[config.mk]
export PLATFORM = sky130hd
export DESIGN_NAME = seven_seg_scanner
export DESIGN_NICKNAME = d
export VERILOG_FILES = /design/src/rtl/seven_seg_scanner.sv
export SDC_FILE = /design/constraint.sdc
export NUM_CORES = 1
export LEC_CHECK = 0
export ABC_AREA = 1
export BUFFER_PORTS_ARGS = -buffer_cell sky130_fd_sc_hd__buf_2
export CAP_MARGIN = 20
export CORE_ASPECT_RATIO = 1.4
export CORE_MARGIN = 2
export CORE_UTILIZATION = 54
export CTS_CLUSTER_SIZE = 24
export DETAILED_ROUTE_END_ITERATION = 6
export PLACE_DENSITY = 0.77
export SETUP_SLACK_MARGIN = 0.15
export SLEW_MARGIN = 25
export SYNTH_ARGS = -nofsm -noshare
export SYNTH_HDL_FRONTEND = slang
export SYNTH_SLANG_ARGS = --single-unit
[constraint.sdc]
create_clock -name clock -period 2.1 [get_ports clock]
set_clock_uncertainty 0.2 [all_clocks]
set_input_delay 0 -clock clock [delete_from_list [all_inputs] [get_ports clock]]
set_output_delay 0 -clock clock [all_outputs]
set_load 0.01 [all_outputs]
[src/rtl/seven_seg_scanner.sv]
// Four-digit multiplexed seven-segment driver for a clock display. It scans
// HH.MM or MM.SS from a per-frame snapshot and adds a blinking point and alarm flash.
module seven_seg_scanner #(
  parameter int REFRESH_DIV = 100000,
  parameter int BLINK_DIV   = 50000000
) (
  input  logic       clock,
  input  logic       reset,
  input  logic [1:0] hour_out1,
  input  logic [3:0] hour_out0,
  input  logic [3:0] minute_out1,
  input  logic [3:0] minute_out0,
  input  logic [3:0] second_out1,
  input  logic [3:0] second_out0,
  input  logic       Alarm,
  input  logic       mode,
  input  logic       display_enable,
  output logic [3:0] an,
  output logic [6:0] seg,
  output logic       dp
);

  localparam int RC_W = $clog2(REFRESH_DIV);
  localparam int BC_W = $clog2(BLINK_DIV);

  typedef struct packed {
    logic [1:0] h1;
    logic [3:0] h0;
    logic [3:0] m1;
    logic [3:0] m0;
    logic [3:0] s1;
    logic [3:0] s0;
    logic       mode;
    logic       alarm;
  } snap_t;

  logic [RC_W-1:0] rc;
  logic [1:0]      idx;
  logic [BC_W-1:0] bc;
  logic            blink_phase;
  logic            mode_s1, mode_s2, alarm_s1, alarm_s2;
  snap_t           snap;
  logic [3:0]      digit;
  logic            rc_wrap, frame_end, dark;

  assign rc_wrap   = (rc == RC_W'(REFRESH_DIV - 1));
  assign frame_end = rc_wrap && (idx == 2'd3);
  assign dark      = !display_enable || (snap.alarm && !blink_phase);

  function automatic logic [6:0] decode(input logic [3:0] d);
    case (d)
      4'd0:    decode = 7'h40;
      4'd1:    decode = 7'h79;
      4'd2:    decode = 7'h24;
      4'd3:    decode = 7'h30;
      4'd4:    decode = 7'h19;
      4'd5:    decode = 7'h12;
      4'd6:    decode = 7'h02;
      4'd7:    decode = 7'h78;
      4'd8:    decode = 7'h00;
      4'd9:    decode = 7'h10;
      default: decode = 7'h7F;
    endcase
  endfunction

  always_comb begin
    // NOTE: default assignment first so no path leaves digit unassigned (no latch).
    digit = 4'd0;
    case (idx)
      2'd3:    digit = snap.mode ? snap.m1 : {2'b00, snap.h1};
      2'd2:    digit = snap.mode ? snap.m0 : snap.h0;
      2'd1:    digit = snap.mode ? snap.s1 : snap.m1;
      default: digit = snap.mode ? snap.s0 : snap.m0;
    endcase
  end

  // Scan/blink timebase, input synchronizers and the once-per-frame snapshot.
  always_ff @(posedge clock or negedge reset) begin
    if (!reset) begin
      // NOTE: non-blocking assignments for all state so every flop samples pre-edge values.
      rc          <= '0;
      idx         <= 2'd0;
      bc          <= '0;
      blink_phase <= 1'b0;
      mode_s1     <= 1'b0;
      mode_s2     <= 1'b0;
      alarm_s1    <= 1'b0;
      alarm_s2    <= 1'b0;
      snap        <= '0;
    end else begin
      mode_s1  <= mode;
      mode_s2  <= mode_s1;
      alarm_s1 <= Alarm;
      alarm_s2 <= alarm_s1;

      if (rc_wrap) begin
        rc  <= '0;
        idx <= idx + 2'd1;
      end else begin
        rc <= rc + RC_W'(1);
      end

      if (bc == BC_W'(BLINK_DIV - 1)) begin
        bc          <= '0;
        blink_phase <= !blink_phase;
      end else begin
        bc <= bc + BC_W'(1);
      end

      if (frame_end) begin
        snap <= '{h1: hour_out1, h0: hour_out0, m1: minute_out1, m0: minute_out0,
                  s1: second_out1, s0: second_out0, mode: mode_s2, alarm: alarm_s2};
      end
    end
  end

  // Registered drive; a single-hot anode pattern keeps at most one digit lit.
  always_ff @(posedge clock or negedge reset) begin
    if (!reset) begin
      an  <= 4'hF;
      seg <= 7'h7F;
      dp  <= 1'b1;
    end else if (dark) begin
      an  <= 4'hF;
      seg <= 7'h7F;
      dp  <= 1'b1;
    end else begin
      an  <= ~(4'b0001 << idx);
      seg <= decode(digit);
      dp  <= !((idx == 2'd2) && blink_phase);
    end
  end

endmodule

==> results of run 1 <==
## where the power goes
| part | switching [mW] | internal (mW) | leakage, nW |
|---|---|---|---|
| combinational | 0.0648 | 0.0551 | 1.75 |
| sequential | 0.00204 | 1.66 | 1.00 |
| clock | 0.649 | 1.03 | 0.146 |
| total | 0.716 | 2.75 | 2.90 |
## per-layer routing
metal	global-route usage	part of all wire
met1	0.2913	0.35
met2	0.4656	0.48
met3	0.04180	0.092
met4	0.1718	0.075
met5	0	0
## sequential cells by signal, summed over array words and instances, names as in the netlist
register and cells:
mode_s2 1, alarm_s2 1, alarm_s1 1, dp 1, blink_phase 1, idx 2, bc 26, rc 17
an 4, mode_s1 1, seg 7, snap 24
## critical path, cell delays in order, from the launching register on
cell and delay (ps):
dfrtp_1 410, buf_6 150, ha_4 190, nand2_2 70, nand2_1 50, nand2_1 80
nand3_2 150, a21boi_4 250, ha_4 230, or2_4 230, nand2_2 70
## synth_stat cells
master	n	area share
a21boi_2	1	0.0025
a21oi_1	3	0.0033
a21oi_2	1	0.0019
a21oi_4	2	0.0072
buf_2	4	0.0044
buf_4	1	0.0017
buf_6	6	0.015
dfrtp_1	74	0.41
dfstp_2	12	0.070
ha_1	11	0.031
inv_1	68	0.057
inv_2	5	0.0042
nand2_1	176	0.15
nand2_2	1	0.0014
nand3_1	57	0.063
nand3_2	4	0.0089
nand3b_1	1	0.0017
nand4_1	9	0.012
nand4_2	1	0.0028
nor2_1	59	0.049
nor2_2	1	0.0014
nor2_4	1	0.0025
nor3_1	15	0.017
nor3b_1	2	0.0033
nor4_1	3	0.0042
nor4_2	1	0.0028
nor4_4	1	0.0047
o21ai_0	9	0.010
or2_1	1	0.0014
or2_2	2	0.0028
xnor2_1	6	0.012
xor2_1	23	0.045
## cell type report
class | count | share of cell area
clock buffers | 11 | 0.03755
repair buffers | 104 | 0.1433
inverters | 73 | 0.04623
well taps | 102 | 0.02059
multi-input cells | 392 | 0.3905
clock inverters | 4 | 0.01171
flip-flops and latches | 86 | 0.3501
## timing repair
action                     CTS  global route
cloned                       0             7
setup endpoints to repair    7            50
setup buffers                7            14
pin swaps                    9            39
hold endpoints to repair   120             0
gates resized for setup     14            95
hold buffers                27             0
## worst max-delay path by stage
stage | endpoint | depth (start not counted) | slack [ps]
floorplan | seg[1]$_DFF_PN1_ | 11 | 160
global placement | seg[1]$_DFF_PN1_ | 10 | 110
detailed placement | seg[1]$_DFF_PN1_ | 9 | 60
CTS | bc[18]$_DFF_PN0_ | 3 | 130
global route | seg[6]$_DFF_PN1_ | 13 | -130
finish | seg[1]$_DFF_PN1_ | 10 | -40
## cells by family (layout without fill, tap and decap cells)
logic type                 count (synthesis)  after routing  share of synthesized area
xor gates and xnor gates                  29             29                    0.05633
DFF                                       86             86                     0.4806
AOI/OAI and AO/OA                         16             16                    0.02497
adders and majority gates                 11             11                    0.03052
buffers and inverters                     84            192                    0.08185
and+or+nand+nor                          335            336                     0.3257
## per-stage QoR
step | util | total power [mW] | setup slack (ps)
after floorplan | - | 1.698 | 159.3
after global placement | 0.6013 | 1.761 | 105.8
after detailed placement | 0.6013 | 1.762 | 57.64
after CTS | 0.6848 | 3.461 | 125.9
after global routing | 0.7605 | 3.567 | -132.6
final | 0.7605 | 3.469 | -36.60
==> results.sh, run 1 <==
export IMPL_outcome="finished, violations left"
export IMPL_violations="negative setup slack"
export IMPL_num_vias=4398
export IMPL_peakVddDrop_v=0.0004949
export IMPL_clkSlewWorstSetupHoldPaths_ps=70
export IMPL_antenna_found_initial=0
export IMPL_antennaDiodeCount=0
export IMPL_drv_slew=0
export IMPL_arrival_ps=2230
export IMPL_syn_area_mm2=0.004509
export IMPL_portBuffers=38
export IMPL_dp_hpwl_mm=7.182
export IMPL_multiInputGateArea_mm2=0.002420
export IMPL_core_area_mm2=0.008149
export IMPL_synth_seq_cells=86
export IMPL_drv_cap=0
export IMPL_path_max_fanout=6
export IMPL_ys_seq_area_frac=0.4806
export IMPL_setup_viol=6
export IMPL_fin_tns_setup_ps=-123.1
export IMPL_holdPathStages=2
export IMPL_ys_warn_count=0
export IMPL_powerDensity_mw_per_mm2=559.7
export IMPL_worst_r2r_setup_slack_ps=-40
export IMPL_grt_pass1_wl_mm=18.37
export IMPL_min_to="mode_s1$_DFF_PN0_"
export IMPL_r2r_start="idx[0]$_DFFE_PN0N_"
export IMPL_place_gp_congestion=0.9384
export IMPL_placed_area_mm2=0.004900
export IMPL_drt_iter0_drc=445
export IMPL_fill_cells=474
export IMPL_crit_path_end_kind="flop"
export IMPL_netlist_instances=561
export IMPL_whs_ps=93.17
export IMPL_grt_overflow=0
export IMPL_rsz0062_at_grt="true"
export IMPL_layout_area_overhead_vs_synth_pct=37.43
export IMPL_reg2reg_to="seg[1]$_DFF_PN1_"
export IMPL_viasPerCell=5.697
export IMPL_cts_sinks=86
export IMPL_postRouteWirelength_mm=14.96
export IMPL_crit_path_start_kind="flop"
export IMPL_hold_path_class="primary input to flop"
export IMPL_cts_buffer_depth=2
export IMPL_die_area_mm2=0.009108
export IMPL_synthesis_nets=599
export IMPL_layout_nets=704
export IMPL_max_clock_freq_mhz=468.0
export IMPL_die_h_um=112.1
export IMPL_relSlewSlack=0.6357
export IMPL_clkLatencyLatePin_ps=350
export IMPL_grt_max_degree=54
export IMPL_fin_crit_ps=2137
export IMPL_seqCellArea_mm2=0.002170
export IMPL_grt_pass1_vias=4058
export IMPL_cts_root_buffer="clkbuf_16"
export IMPL_die_w_um=81.23
export IMPL_syn_avg_cell_area_um2=8.038
export IMPL_ant_nets=0
export IMPL_finalCritPeriodShare=1.017
export IMPL_power_leakage_nw=2.898
export IMPL_layout_cells_most_common_list="nand2_1, dfrtp_1, inv_1, nor2_1, buf_2"
export IMPL_drive_gt1_frac=0.3045
export IMPL_cts_htree_levels=3
export IMPL_ios=39
export IMPL_cts_tree="built"
export IMPL_worstMarginPinSlew_ps=546.5
export IMPL_wire_per_inst_um=19.37
export IMPL_gr_usage_all_layers=0.2663
export IMPL_setup_ws_ps=-36.60
export IMPL_initial_core_util=0.5534
export IMPL_critical_path_class="flop to flop"
export IMPL_post_synth_num_cell_types=32
export IMPL_required_ps=2190
export IMPL_hold_viol_final=0
export IMPL_min_from="mode"
export IMPL_drc=0
export IMPL_dp_cells=702
export IMPL_stdcell_area_mm2=0.006197
export IMPL_critical_path_startpoint="idx[0]$_DFFE_PN0N_"
export IMPL_reg2regPathDepth=10
export IMPL_layout_commonest_cell="nand2_1"
export IMPL_final_cells=772
export IMPL_cts_buffers=9
export IMPL_firstDrtPassIters=5
export IMPL_fp_row_count=39
No activity file was read; power rests on OpenSTA's default activity.
==> run 2: changes to the inputs <==
--- a/config.mk
+++ b/config.mk
@@ -9,12 +9,10 @@
 export BUFFER_PORTS_ARGS = -buffer_cell sky130_fd_sc_hd__buf_2
 export CAP_MARGIN = 20
 export CORE_ASPECT_RATIO = 1.4
-export CORE_MARGIN = 2
 export CORE_UTILIZATION = 54
 export CTS_CLUSTER_SIZE = 24
 export DETAILED_ROUTE_END_ITERATION = 6
 export PLACE_DENSITY = 0.77
-export SETUP_SLACK_MARGIN = 0.15
 export SLEW_MARGIN = 25
 export SYNTH_ARGS = -nofsm -noshare
 export SYNTH_HDL_FRONTEND = slang
==> run 2 against run 1 <==
  * The flow finishes with violations (design-rule violations)
  * Clock power increased by 11%
  * Worst hold slack worse by 18 ps
  * Non-clock buffer count decreased by 14
  * First-iteration DRC count is 68% lower
  * Largest power group unchanged
  * Highest routed layer unchanged
==> results.sh, run 2 (same netlist as run 1, synthesis figures left out) <==
export IMPL_outcome="finished, violations left"
export IMPL_violations="design-rule violations"
export IMPL_met1Wirelength_mm=4.296
export IMPL_peakVddDrop_v=0.0004653
export IMPL_largest_register="bc"
export IMPL_power_leakage_nw=2.752
export IMPL_powerDensity_mw_per_mm2=647.0
export IMPL_final_cells=758
export IMPL_antennaDiodeCount=0
export IMPL_cts_root_buffer="clkbuf_16"
export IMPL_die_h_um=110.1
export IMPL_core_area_mm2=0.008149
export IMPL_power_mw=3.638
export IMPL_initial_core_util=0.5534
export IMPL_crit_path_start_kind="flop"
export IMPL_cts_sinks=86
export IMPL_die_w_um=79.23
export IMPL_p_switching_uw=691.1
export IMPL_grt_pass1_wl_mm=18.24
export IMPL_viasPerCell=5.207
export IMPL_p_int_mw=2.947
export IMPL_crit_chain="ha_2, nand2_1, nand2_1, nand2_1, nand4_1, nand2_2, inv_2, ha_1, or2_4, nand2_1"
export IMPL_max_clock_freq_mhz=499.8
export IMPL_grt_overflow=0
export IMPL_sw_frac_of_total=0.1900
export IMPL_firstDrtPassIters=7
export IMPL_dp_hpwl_mm=7.458
export IMPL_num_vias=3947
export IMPL_crit_path_end_kind="flop"
export IMPL_cts_htree_levels=3
export IMPL_cts_buffers=9
export IMPL_seqPwrFrac=0.458
export IMPL_setup_ws_ps=99.26
export IMPL_fin_crit_ps=2001
export IMPL_clkSlewWorstSetupHoldPaths_ps=60
export IMPL_finalCritPeriodShare=0.9527
export IMPL_place_gp_congestion=0.9664
export IMPL_dr_wl_met3_um=429
export IMPL_fin_tns_setup_ps=0
export IMPL_wl_met2_mm=5.835
export IMPL_path_max_fanout=5
export IMPL_fin_util=0.6900
export IMPL_grt_max_degree=54
export IMPL_fill_cells=632
export IMPL_layout_nets=689
export IMPL_relSlewSlack=0.6397
export IMPL_wire_per_inst_um=14.60
export IMPL_drc=2
export IMPL_portBuffers=38
export IMPL_layout_commonest_cell="nand2_1"
export IMPL_place_ws_ps=-33.34
export IMPL_drv_cap=0
export IMPL_drv_slew=0
export IMPL_drive_gt1_frac=0.1905
export IMPL_highest_layer="met4"
export IMPL_ios=39
export IMPL_hold_viol_final=0
export IMPL_worstMarginPinSlew_ps=540.5
export IMPL_grt_pass1_vias=4083
export IMPL_layout_area_overhead_vs_synth_pct=24.69
export IMPL_reg_top3="bc (26), snap (24), rc (17)"
export IMPL_critical_path_max_stage_delay_ps=460
export IMPL_worst_path_most_repeated_cell="nand2_1"
export IMPL_arrival_ps=2090
export IMPL_postRouteWirelength_mm=11.07
export IMPL_setup_viol=0
export IMPL_clkLatencyLatePin_ps=340
export IMPL_drt_iter0_drc=142
export IMPL_power_frac_comb=0.030
export IMPL_clockPowerShare=0.512
export IMPL_dp_cells=710
export IMPL_layout_cells_most_common_list="nand2_1, dfrtp_1, inv_1, nor2_1, nand3_1"
export IMPL_worst_path_max_delay_cell="dfrtp_2"
export IMPL_rsz0062_at_grt="true"
export IMPL_largest_reg_flops=26
export IMPL_cts_tree="built"
export IMPL_die_area_mm2=0.008725
export IMPL_critical_path_class="flop to flop"
export IMPL_hold_path_class="primary input to asynchronous set/reset pin"
export IMPL_ant_nets=0
export IMPL_required_ps=2190
export IMPL_antenna_found_initial=0
export IMPL_cts_buffer_depth=2
export IMPL_gr_usage_all_layers=0.2783
export IMPL_fp_row_count=39
run 2: changes by cell type in the layout (fill, tap and decap cells not counted), sizes merged:
| cell | change |
|---|---|
| buf | -11 |
| bufinv | +1 |
| clkbuf | -1 |
| clkinv | -1 |
| clkinvlp | -1 |
| nand2 | -1 |
run 2: path summary, 6_finish.rpt:
| kind | start | end | slack, ps | cells past startpoint |
|---|---|---|---|---|
| max in group asynchronous | reset | bc[15]$_DFF_PN0_ | 1070 | 3 |
| max | idx[0]$_DFFE_PN0N_ | seg[1]$_DFF_PN1_ | 100 | 10 |
| min | reset | an[3]$_DFF_PN1_ | 80 | 2 |
| min reg2reg | alarm_s1$_DFF_PN0_ | alarm_s2$_DFF_PN0_ | 150 | 0 |
| max reg2reg | idx[0]$_DFFE_PN0N_ | seg[1]$_DFF_PN1_ | 100 | 10 |
| min in group clock | Alarm | alarm_s1$_DFF_PN0_ | 100 | 2 |
run 2: power groups by stage:
| stage | logic [mW] | registers, mW | clock network [mW] |
|---|---|---|---|
| detailed placement | 0.0685 | 1.69 | 0 |
| global route | 0.121 | 1.66 | 1.96 |
| floorplan | 0.00283 | 1.70 | 0 |
| finish | 0.108 | 1.67 | 1.86 |
| CTS | 0.109 | 1.66 | 1.90 |
| global placement | 0.0661 | 1.69 | 0 |
run 2: area by class of cell:
| class | count | area, um2 | area share |
|---|---|---|---|
| clock inverters | 3 | 90.09 | 0.01602 |
| inverters | 73 | 279.0 | 0.04962 |
| flip-flops and latches | 86 | 2170 | 0.3858 |
| repair buffers | 90 | 655.6 | 0.1166 |
| well taps | 102 | 127.6 | 0.02270 |
| multi-input cells | 391 | 2041 | 0.3629 |
| clock buffers | 13 | 260.3 | 0.04628 |
run 2: worst max-delay path, delay by kind of cell (launching register included):
kind,cells,cell delay [ps]
DFF,1,460
buffers and inverters,1,50
and+or+nand+nor,7,690
adders and majority gates,2,530
run 2: layer usage:
layer / global-route usage / up-vias
met4: 0.1688 / 0
met5: 0 / -
li1: - / 1926
met2: 0.5117 / 127
met1: 0.2884 / 1851
met3: 0.05679 / 43
run 2: repair_timing:
item / in CTS / in global routing
hold buffers: 27 / 0
gates resized for setup: 4 / 19
setup buffers: 1 / 5
pin swaps: 1 / 10
hold endpoints to repair: 121 / 0
endpoints found under the setup margin: 3 / 8
run 2: stage by stage:
stage / instance area, um2 / hold slack [ps]
CTS: 5543 / 73.38
global placement: 4900 / -234.2
finish: 5623 / 75.17
floorplan: 4512 / -495.6
detailed placement: 4900 / -222.9
global route: 5623 / 97.48
==> run 3: changes to the inputs <==
--- a/config.mk
+++ b/config.mk
@@ -13,6 +13,7 @@
 export CTS_CLUSTER_SIZE = 24
 export DETAILED_ROUTE_END_ITERATION = 6
 export PLACE_DENSITY = 0.77
+export SETUP_SLACK_MARGIN = 0.1
 export SLEW_MARGIN = 25
 export SYNTH_ARGS = -nofsm -noshare
 export SYNTH_HDL_FRONTEND = slang
==> run 3 against run 2 <==
  * The flow now finishes without violations
  * First-iteration DRC count grew 31%
  * Setup slack lost 31 ps
  * Via count grew 1.5%
  * Routed wire length grew 1.9%
  * Largest power group is now registers
  * Highest routed layer unchanged
==> results.sh, run 3 (same netlist as run 1, synthesis figures left out) <==
export IMPL_outcome="complete, no violations"
export IMPL_fin_crit_ps=2031
export IMPL_reg_top3="bc (26), snap (24), rc (17)"
export IMPL_placed_area_mm2=0.004915
export IMPL_grt_overflow=0
export IMPL_viasPerCell=5.243
export IMPL_max_clock_freq_mhz=492.3
export IMPL_reg2regPathDepth=10
export IMPL_gr_usage_all_layers=0.2650
export IMPL_antennaDiodeCount=0
export IMPL_drc=0
export IMPL_firstDrtPassIters=5
export IMPL_fin_util=0.7024
export IMPL_initial_core_util=0.5534
export IMPL_die_h_um=110.1
export IMPL_drv_cap=0
export IMPL_layout_commonest_cell="nand2_1"
export IMPL_layout_area_overhead_vs_synth_pct=26.94
export IMPL_antenna_found_initial=0
export IMPL_clkSlewWorstSetupHoldPaths_ps=60
export IMPL_core_area_mm2=0.008149
export IMPL_layout_nets=695
export IMPL_hold_viol_final=0
export IMPL_grt_pass1_wl_mm=17.42
export IMPL_finalCritPeriodShare=0.9673
export IMPL_clkLatencyLatePin_ps=350
export IMPL_grt_max_degree=58
export IMPL_layout_cells_most_common_list="nand2_1, dfrtp_1, inv_1, nor2_1, nand3_1"
export IMPL_cts_root_buffer="clkbuf_16"
export IMPL_critical_path_class="flop to flop"
export IMPL_critical_path_startpoint="idx[1]$_DFFE_PN0N_"
export IMPL_powerDensity_mw_per_mm2=579.0
export IMPL_grt_pass1_vias=3864
export IMPL_ant_nets=0
export IMPL_dp_hpwl_mm=7.245
export IMPL_hold_path_class="primary input to asynchronous set/reset pin"
export IMPL_setup_viol=0
export IMPL_crit_path_end_kind="flop"
export IMPL_path_max_fanout=7
export IMPL_rsz0062_at_grt="true"
export IMPL_drt_iter0_drc=186
export IMPL_die_area_mm2=0.008725
export IMPL_ios=39
export IMPL_cts_htree_levels=3
export IMPL_power_leakage_nw=2.795
export IMPL_cts_sinks=86
export IMPL_required_ps=2190
export IMPL_largest_register="bc"
export IMPL_worstMarginPinSlew_ps=484.2
export IMPL_drv_slew=0
export IMPL_stdcell_area_mm2=0.005724
export IMPL_r2r_start="idx[1]$_DFFE_PN0N_"
export IMPL_postRouteWirelength_mm=11.28
export IMPL_drive_gt1_frac=0.2100
export IMPL_fp_row_count=39
export IMPL_die_w_um=79.23
export IMPL_wire_per_inst_um=14.76
export IMPL_portBuffers=38
export IMPL_relSlewSlack=0.6772
export IMPL_cts_tree="built"
export IMPL_cts_buffer_depth=2
export IMPL_cts_buffers=9
export IMPL_num_vias=4006
export IMPL_arrival_ps=2120
export IMPL_largest_reg_flops=26
export IMPL_place_gp_congestion=0.8879
export IMPL_peakVddDrop_v=0.0004270
export IMPL_crit_path_start_kind="flop"
run 3: changes by cell type in the layout (fill, tap and decap cells not counted), moves of 3 or more:
cell | before | now
buf_6 | 0 | 5
bufinv_16 | 3 | 0
nand2_2 | 3 | 7
nand2_1 | 174 | 170
clkbuf_16 | 9 | 12
run 3: per-layer routing:
metal / track usage / part of all wire / up-vias
met4: 0.1571 / 0.045 / 0
met5: 0 / 0 / -
li1: - / - / 1946
met3: 0.03210 / 0.042 / 38
met1: 0.2963 / 0.39 / 1881
met2: 0.4803 / 0.52 / 141
run 3: final cells by class:
| cell class | instances | area, um2 |
|---|---|---|
| Clock buffer | 15 | 279.0 |
| Clock inverter | 1 | 5.005 |
| Fill cell | 602 | 2425 |
| Inverter | 73 | 281.5 |
| Multi-Input combinational cell | 391 | 2091 |
| Sequential cell | 86 | 2171 |
| Tap cell | 102 | 127.6 |
| Timing Repair Buffer | 96 | 769.5 |
run 3: what timing repair did:
item / 4_1_cts / 5_1_grt
pin swaps: 2 / 14
setup endpoints to repair: 5 / 37
hold buffers: 27 / 0
hold endpoints to repair: 120 / 0
resized for setup: 8 / 19
buffers inserted: 5 / 9
cloned: 0 / 3
run 3: path summary, 6_finish.rpt:
| check | end | slack (ps) |
|---|---|---|
| max | seg[1]$_DFF_PN1_ | 70 |
| min | an[1]$_DFF_PN1_ | 70 |
| max reg2reg | seg[1]$_DFF_PN1_ | 70 |
| min reg2reg | mode_s2$_DFF_PN0_ | 150 |
| max in group asynchronous | snap[21]$_DFFE_PN0P_ | 1130 |
| min in group clock | alarm_s1$_DFF_PN0_ | 100 |
run 3: worst max-delay path, cell delays in order, from the launching register on:
cell and delay (ps):
dfrtp_2 460, inv_4 70, ha_4 190, nand2_1 70, nand2_1 60, nand2_1 60, nand3_2 110, a21boi_4 230
ha_4 230, or2_4 230, nand2_2 60
run 3: power by group:
group | leakage, nW | internal [mW] | switching, mW
logic | 1.65 | 0.0547 | 0.0544
registers | 1.00 | 1.66 | 0.00155
clock network | 0.139 | 0.906 | 0.633
total | 2.79 | 2.62 | 0.689
run 3: per-stage QoR:
| step | setup slack, ps | std cells | power, mW | hold WS, ps | TNS (ps) |
|---|---|---|---|---|---|
| final | 68.62 | 764 | 3.314 | 65.63 | 0 |
| after global routing | -36.46 | 764 | 3.415 | 101.8 | -74.47 |
| after CTS | 102.9 | 752 | 3.324 | 69.51 | 0 |
| after detailed placement | 28.48 | 704 | 1.763 | -250.9 | 0 |
| after global placement | 87.72 | 704 | 1.761 | -259.5 | 0 |
| after floorplan | 144.9 | 561 | 1.698 | -495.6 | 0 |
